===== src/rtl/matrix_result_reader_pkg.sv =====
// Shared types for the matrix processor read-back path: reader FSM states,
// default memory geometry and the index-width helper.
package mm_pkg;

  localparam int MM_DATA_WIDTH = 8;
  localparam int MM_ADDR_WIDTH = 8;

  typedef enum logic [2:0] {
    IDLE,
    REQ,
    WAIT,
    SEND,
    DONE
  } rd_state_t;

  // A 1-row or 1-column matrix still needs a 1-bit index port.
  function automatic int idx_width(input int n);
    return (n > 1) ? $clog2(n) : 1;
  endfunction

endpackage


===== src/rtl/matrix_index_counter.sv =====
// Row-major (row, col) walker over a ROWS x COLS matrix with clear, increment
// and a last-element flag; shared by the read-back and write-back paths.
module matrix_index_counter
  import mm_pkg::*;
#(
  parameter int ROWS  = 3,
  parameter int COLS  = 3,
  parameter int ROW_W = idx_width(ROWS),
  parameter int COL_W = idx_width(COLS)
) (
  input  logic             clk_i,
  input  logic             rst_ni,
  input  logic             clr_i,
  input  logic             inc_i,
  output logic [ROW_W-1:0] row_o,
  output logic [COL_W-1:0] col_o,
  output logic             last_o
);

  logic [ROW_W-1:0] row_q, row_d;
  logic [COL_W-1:0] col_q, col_d;
  logic             row_end, col_end;

  assign row_end = (row_q == ROW_W'(ROWS - 1));
  assign col_end = (col_q == COL_W'(COLS - 1));

  always_comb begin
    row_d = row_q;
    col_d = col_q;
    if (clr_i) begin
      row_d = '0;
      col_d = '0;
    end else if (inc_i) begin
      if (col_end) begin
        col_d = '0;
        row_d = row_end ? '0 : row_q + ROW_W'(1);
      end else begin
        col_d = col_q + COL_W'(1);
      end
    end
  end

  always_ff @(posedge clk_i or negedge rst_ni) begin
    if (!rst_ni) begin
      row_q <= '0;
      col_q <= '0;
    end else begin
      row_q <= row_d;
      col_q <= col_d;
    end
  end

  assign row_o  = row_q;
  assign col_o  = col_q;
  assign last_o = row_end && col_end;

endmodule


===== src/rtl/matrix_result_reader.sv =====
// Walks the result matrix in data memory row-major, one read per element, and
// presents each element with its (row, col) tag on a valid/ready stream.
module matrix_result_reader
  import mm_pkg::*;
#(
  parameter int DATA_WIDTH = MM_DATA_WIDTH,
  parameter int ADDR_WIDTH = MM_ADDR_WIDTH,
  parameter int ROWS       = 3,
  parameter int COLS       = 3,
  parameter int BASE_ADDR  = 0
) (
  input  logic                                       fast_clock,
  input  logic                                       rst_n,
  input  logic                                       start_read,
  output logic                                       mem_rd_en,
  output logic [ADDR_WIDTH-1:0]                      mem_addr,
  input  logic [DATA_WIDTH-1:0]                      mem_rdata,
  output logic [DATA_WIDTH-1:0]                      out_data,
  output logic [((ROWS > 1) ? $clog2(ROWS) : 1)-1:0] out_row,
  output logic [((COLS > 1) ? $clog2(COLS) : 1)-1:0] out_col,
  output logic                                       out_last,
  output logic                                       out_valid,
  input  logic                                       out_ready,
  output logic                                       busy,
  output logic                                       done
);

  localparam int ROW_W = idx_width(ROWS);
  localparam int COL_W = idx_width(COLS);

  rd_state_t        state_q;
  logic             rd_en_q;
  logic [ADDR_WIDTH-1:0] addr_q;
  logic [DATA_WIDTH-1:0] data_q;
  logic [ROW_W-1:0] row_q;
  logic [COL_W-1:0] col_q;
  logic             last_q;
  logic             valid_q;
  logic             busy_q;
  logic             done_q;

  logic             cnt_clr, cnt_inc, cnt_last;
  logic [ROW_W-1:0] cnt_row;
  logic [COL_W-1:0] cnt_col;

  assign cnt_clr = (state_q == IDLE) && start_read;
  assign cnt_inc = (state_q == SEND) && out_ready && !last_q;

  matrix_index_counter #(
    .ROWS (ROWS),
    .COLS (COLS),
    .ROW_W(ROW_W),
    .COL_W(COL_W)
  ) u_idx (
    .clk_i (fast_clock),
    .rst_ni(rst_n),
    .clr_i (cnt_clr),
    .inc_i (cnt_inc),
    .row_o (cnt_row),
    .col_o (cnt_col),
    .last_o(cnt_last)
  );

  // Row-major layout is contiguous, so BASE + row*COLS + col is simply a
  // running address incremented once per accepted element (wrap is silent).
  always_ff @(posedge fast_clock or negedge rst_n) begin
    if (!rst_n) begin
      state_q <= IDLE;
      rd_en_q <= 1'b0;
      addr_q  <= '0;
      data_q  <= '0;
      row_q   <= '0;
      col_q   <= '0;
      last_q  <= 1'b0;
      valid_q <= 1'b0;
      busy_q  <= 1'b0;
      done_q  <= 1'b0;
    end else begin
      rd_en_q <= 1'b0;
      done_q  <= 1'b0;
      case (state_q)
        IDLE: begin
          if (start_read) begin
            state_q <= REQ;
            rd_en_q <= 1'b1;
            addr_q  <= ADDR_WIDTH'(BASE_ADDR);
            busy_q  <= 1'b1;
          end
        end
        REQ: state_q <= WAIT;
        WAIT: begin
          state_q <= SEND;
          data_q  <= mem_rdata;
          row_q   <= cnt_row;
          col_q   <= cnt_col;
          last_q  <= cnt_last;
          valid_q <= 1'b1;
        end
        SEND: begin
          if (out_ready) begin
            valid_q <= 1'b0;
            if (last_q) begin
              state_q <= DONE;
              done_q  <= 1'b1;
            end else begin
              state_q <= REQ;
              rd_en_q <= 1'b1;
              addr_q  <= addr_q + ADDR_WIDTH'(1);
            end
          end
        end
        DONE: begin
          state_q <= IDLE;
          busy_q  <= 1'b0;
        end
        default: state_q <= IDLE;
      endcase
    end
  end

  assign mem_rd_en = rd_en_q;
  assign mem_addr  = addr_q;
  assign out_data  = data_q;
  assign out_row   = row_q;
  assign out_col   = col_q;
  assign out_last  = last_q;
  assign out_valid = valid_q;
  assign busy      = busy_q;
  assign done      = done_q;

endmodule


===== config.mk =====
export PLATFORM = sky130hd
export DESIGN_NAME = matrix_result_reader
export DESIGN_NICKNAME = d
export VERILOG_FILES = /design/src/rtl/matrix_result_reader_pkg.sv /design/src/rtl/matrix_index_counter.sv /design/src/rtl/matrix_result_reader.sv
export SDC_FILE = /design/constraint.sdc
export NUM_CORES = 1
export LEC_CHECK = 0
export BUFFER_PORTS_ARGS = -buffer_cell sky130_fd_sc_hd__buf_2
export CORE_ASPECT_RATIO = 0.5
export CORE_MARGIN = 8
export CORE_UTILIZATION = 47
export CTS_CLUSTER_DIAMETER = 100
export CTS_CLUSTER_SIZE = 12
export DETAILED_ROUTE_END_ITERATION = 10
export HOLD_SLACK_MARGIN = 0.02
export PLACE_DENSITY = 0.75
export SLEW_MARGIN = 20
export SYNTH_ARGS = -nofsm -noshare
export SYNTH_HDL_FRONTEND = slang
export SYNTH_HIERARCHICAL = 1
export SYNTH_SLANG_ARGS = --single-unit
export TNS_END_PERCENT = 100

===== constraint.sdc =====
create_clock -name fast_clock -period 1.45 [get_ports fast_clock]
set_input_delay 0.0725 -clock fast_clock [delete_from_list [all_inputs] [get_ports fast_clock]]
set_output_delay 0.0725 -clock fast_clock [all_outputs]
set_load 0.02 [all_outputs]

After elaboration in Yosys (flattened, before gate mapping)
Cells that the tools add are included.

$add $sub $neg: 3. Equal/unequal tests: 9. Multiplexer cells: 26. Reductions and logical operators: 16.

Operators by type and width (count): $mux W8 (3); $pmux W8 S2 (1); $mux W2 (7); $pmux W3 S4 (1); $reduce_bool A2 Y1 (5); $mux W3 (3); $add A8 B1 Y8 const B (1); $mux W1 (8); $reduce_and A2 Y1 (4); $eq A3 B2 Y1 const B (2); $ne A2 B2 Y1 const B (3); $pmux W1 S2 (3); $add A2 B1 Y2 const B (2); $eq A2 B2 Y1 const B (2); $logic_and A1 B1 Y1 (4); $reduce_and A4 Y1 (1); $eq A3 B1 Y1 const B (1); $eq A3 B3 Y1 const B (1); $logic_not A3 Y1 (1); $logic_not A1 Y1 (1).

Bits in registers: 32. Output and inout bits: 25. Logic and storage cells: 66.

Depth between registers and ports, before layout
Depth after elaboration: 5. Depth in mapped cells: 6.

Hierarchy
The synthesis kept the hierarchy.

Modules (own cells, without submodules): matrix_result_reader (instances 1, cells each 101, area an instance 1260.0 sq um, sequential area each 700.7 sq um); matrix_index_counter (instances 1, cells each 18, area an instance 214.0 sq um, sequential area each 100.1 sq um).

Least setup slack after synthesis
OpenSTA, ideal clock, no wires.

Kind: register to register. Start: register last_q, in the netlist out_last. End: register u_idx.row_q[0], in the netlist u_idx/row_o[0]. Setup time: 0.125 ns. Arrival time: 1.515 ns. Path slack: -0.190 ns. Stages on the path, launching flop included: 5. Buffers on the path: 0. Clock period less this slack: 1.640 ns. Path through: dfrtp_1 nand4b_1 nor2_1 and3b_2 mux2_4.

Word-level cells in the longest chain between the ends: 4.

RTL lines: start: declaration (RTL line matrix_result_reader.sv:37) `logic last_q;`; start signal: assignment (RTL line matrix_result_reader.sv:96) `last_q <= cnt_last;`; $logic_not A1 Y1 (RTL line matrix_result_reader.sv:47) `assign cnt_inc = (state_q == SEND) && out_ready && !last_q;`; $logic_and A1 B1 Y1 (RTL line matrix_result_reader.sv:47); via cnt_inc (RTL line matrix_result_reader.sv:42) `logic cnt_clr, cnt_inc, cnt_last;`; $reduce_bool A2 Y1 (no line); $reduce_and A2 Y1 (no line); end signal: assignment (RTL line matrix_index_counter.sv:48) `row_q <= row_d;`; end: declaration (RTL line matrix_index_counter.sv:20) `logic [ROW_W-1:0] row_q, row_d;`.

The timed path passes the listed nets, and every way through them passes these cells. A chain may end at the register's enable or synchronous reset.

Worst setup path after layout
Start: register state_q[0]. End: register addr_q[0], in the netlist mem_addr[0].

Word-level cells in the longest chain between the ends: 3. Elaborated cells between the ends (all ways): 8. Classes of those cells: 4 x eq/ne; 1 x mux; 3 x reduce/logical.

RTL lines: start: declaration (RTL line matrix_result_reader.sv:31) `rd_state_t state_q;`; start signal: assignment (RTL line matrix_result_reader.sv:68) `state_q <= IDLE;`; start signal: assignment (RTL line matrix_result_reader.sv:84) `state_q <= REQ;`; start signal: assignment (RTL line matrix_result_reader.sv:90) `REQ: state_q <= WAIT;`; $eq A3 B2 Y1 or $logic_not A3 Y1 (tied branches) (RTL line matrix_result_reader.sv:81) `case (state_q)`; $ne A2 B2 Y1 (no line) or $reduce_bool A2 Y1 (tied branches); $reduce_and A4 Y1 (no line); end signal: assignment (RTL line matrix_result_reader.sv:86) `addr_q <= ADDR_WIDTH'(BASE_ADDR);`; end signal: assignment (RTL line matrix_result_reader.sv:108) `addr_q <= addr_q + ADDR_WIDTH'(1);`; end: declaration (RTL line matrix_result_reader.sv:33) `logic [ADDR_WIDTH-1:0] addr_q;`.

Several ways; a longest one is shown, not always the timed one.

==> metrics.txt <==
register area share after synthesis 0.543; initial antenna violation count 0; DRT Wirelength 3670 um; clock latency on the worst-skew pair 280 ps; number of core rows 14; largest net degree at the start of global routing 18; final worst-path cycle share 1.03; combinational power share 0.449; Worst-path clk slew 70 ps; setup TNS -78.8 ps; Post-synth top cells dfrtp_1 (32), mux2_2 (14), nor2_1 (6); Max Cap Violations 0; worst vdd ir 1250 uV; router iterations before antenna repair 4; Distinct cells, synth 48; max incr delay on CP 560 ps; CP Capture Type register; fillers 238; Initial Util 0.492; worst slack, placed -59.5 ps; critical-path cell list or4b_4 -> inv_4 -> a21oi_2 -> mux2_2; failing checks negative setup slack; Hold WS 25.7 ps; routed vias/inst 5.44; Synth Cell Area 0.00147 mm^2; Clock Tree Buf Depth 2; slowest CP cell or4b_4; vias in the first global route 1292; CTS tree built; Synth Flop Type dfrtp_1; Post-DP HPWL 2570 um; clock sinks 32; clock skew 2.05 ps; post-place instance area 0.00181 mm^2; die footprint 0.00529 mm^2; count leader, synth dfrtp_1; CP startpoint kind register; die width 95.2 um; final hold vios 0; first-pass GRT wire length 6200 um; number of synthesized flops with an enable pin 0; dpl cells 204; DRC 0; power per cell area 2100 mW/mm^2; internal power 2.69 mW; Crit Path Max Fanout 4; GRT Util Overall 0.147; clock share of power 0.198; Hold Crit Class in2reg; layout net count 195; clk root buf clkbuf_8; Warnings, synthesis 6; antenna cell count 0; P_leak 1.01 nW; RSZ-0062 raised after global routing yes; CP Data Required Time 1620 ps; final estimated routing congestion in global placement 0.800; final setup margin -38.0 ps; remaining global-route overflow 0; syn_nets 132; Worst Tran Pin Value 395 ps; core area 0.00300 mm^2; CTS H-tree depth 2; CTS buffer count 5; Die Height 55.6 um; sequential group share of total power 0.353; Worst EP arrival 1660 ps; DR iter-0 viols 48; Post-Syn Instances 119; DR vias 1214; Crit path buffers/inverters 1; top cells by area, synth dfrtp_1 (54%), mux2_2 (11%), a21oi_1 (1.7%); io pins 37; fin cells 223; post-synth top area share 0.543; Fmax 672 MHz; status finished with violations; delay-heaviest family, CP simple AND/OR/NAND/NOR gates; final setup fails 3; Switch Pwr 1.61 mW; R2R setup slack -40 ps; CP Class reg2reg; Synth Register Bits 32; post-layout util 0.682; Post-DRT Antenna Nets 0; switching part of the total 0.374; max-slew violations 0; layout cells sized above 1 0.492; total power 4.30 mW; routed len/inst 16.4 um; Yosys top cell by area dfrtp_1; Slew headroom 0.737; area grow syn2layout 38.5%; port bufs 36; Final Cell Area 0.00204 mm^2; min cycle time layout 1490 ps; fraction of registers with async set/reset 1.00; Synth Area per Inst 12.4 um^2
-- sequential cells by signal (all words and copies together) (netlist names) --
register     cells
busy             1
done             1
u_idx/col_o      2
out_col          2
out_data         8
u_idx/row_o      2
state_q          3
out_row          2
out_valid        1
mem_rd_en        1
out_last         1
mem_addr         8
-- kinds of logic after synthesis --
family                     synth area share
DFF                                   0.543
adders and majority gates           0.00849
AOI/OAI and AO/OA                     0.118
buffers and inverters                0.0323
and+or+nand+nor                       0.174
muxes                                 0.124
-- final timing paths --
check | from | end | cells after the start
worst max-delay path | state_q[0]$_DFFE_PN0P_ | mem_addr[0]$_DFFE_PN0P_ | 4
worst min-delay path | mem_rdata[3] | out_data[3]$_DFFE_PN0P_ | 2
worst max register to register | state_q[0]$_DFFE_PN0P_ | mem_addr[0]$_DFFE_PN0P_ | 4
worst min register to register | out_valid$_DFFE_PN0P_ | out_valid$_DFFE_PN0P_ | 1
max in group asynchronous | rst_n | state_q[1]$_DFFE_PN0P_ | 3
min in group asynchronous | rst_n | out_data[5]$_DFFE_PN0P_ | 2
-- layer usage --
layer | vias to the layer above | global-route usage | share of wire
met3 | 6 | 0.0498 | 0.054
met2 | 34 | 0.235 | 0.49
met5 | - | 0 | 0
met4 | 0 | 0.0507 | 0.012
met1 | 602 | 0.181 | 0.44
li1 | 572 | - | -
-- area by class of cell --
type / instances / area (um^2) / share of cell area
timing repair buffer: 61 / 412 / 0.202
sequential: 32 / 803 / 0.393
clock buffer: 6 / 72.6 / 0.0355
inverter: 4 / 17.5 / 0.00858
tap: 40 / 50.0 / 0.0245
multi-input combinational: 78 / 652 / 0.319
clock inverter: 2 / 35.0 / 0.0172
-- cells in the final DEF (no fill, tap or decap), types with 3 or more instances in the layout --
| cell type | synthesis | final |
|---|---|---|
| buf_2 | 2 | 36 |
| dfrtp_1 | 32 | 30 |
| buf_4 | 1 | 16 |
| mux2_2 | 14 | 14 |
| dlygate4sd3_1 | 0 | 6 |
| nor2_1 | 6 | 5 |
| clkbuf_8 | 0 | 5 |
| a21oi_1 | 5 | 4 |
| a31oi_1 | 3 | 3 |
-- power groups by stage --
stage	logic (mW)	clock network (mW)	registers (mW)
2_1_floorplan	0.861	0	1.80
3_3_place_gp	1.75	0	1.49
3_5_place_dp	1.79	0	1.52
4_1_cts	1.87	0.860	1.50
5_1_grt	2.08	0.901	1.57
6_report	1.93	0.851	1.52
-- what timing repair did --
action                                  CTS  global route
setup buffers                             3             2
gates resized for setup                   2             4
hold buffers                              6             0
endpoints found under the hold margin    20             0
endpoints found under the setup margin    5            20
pin swaps                                 2             1
gates cloned                              0             0
Note: power is estimated with default switching activity, not from simulation.
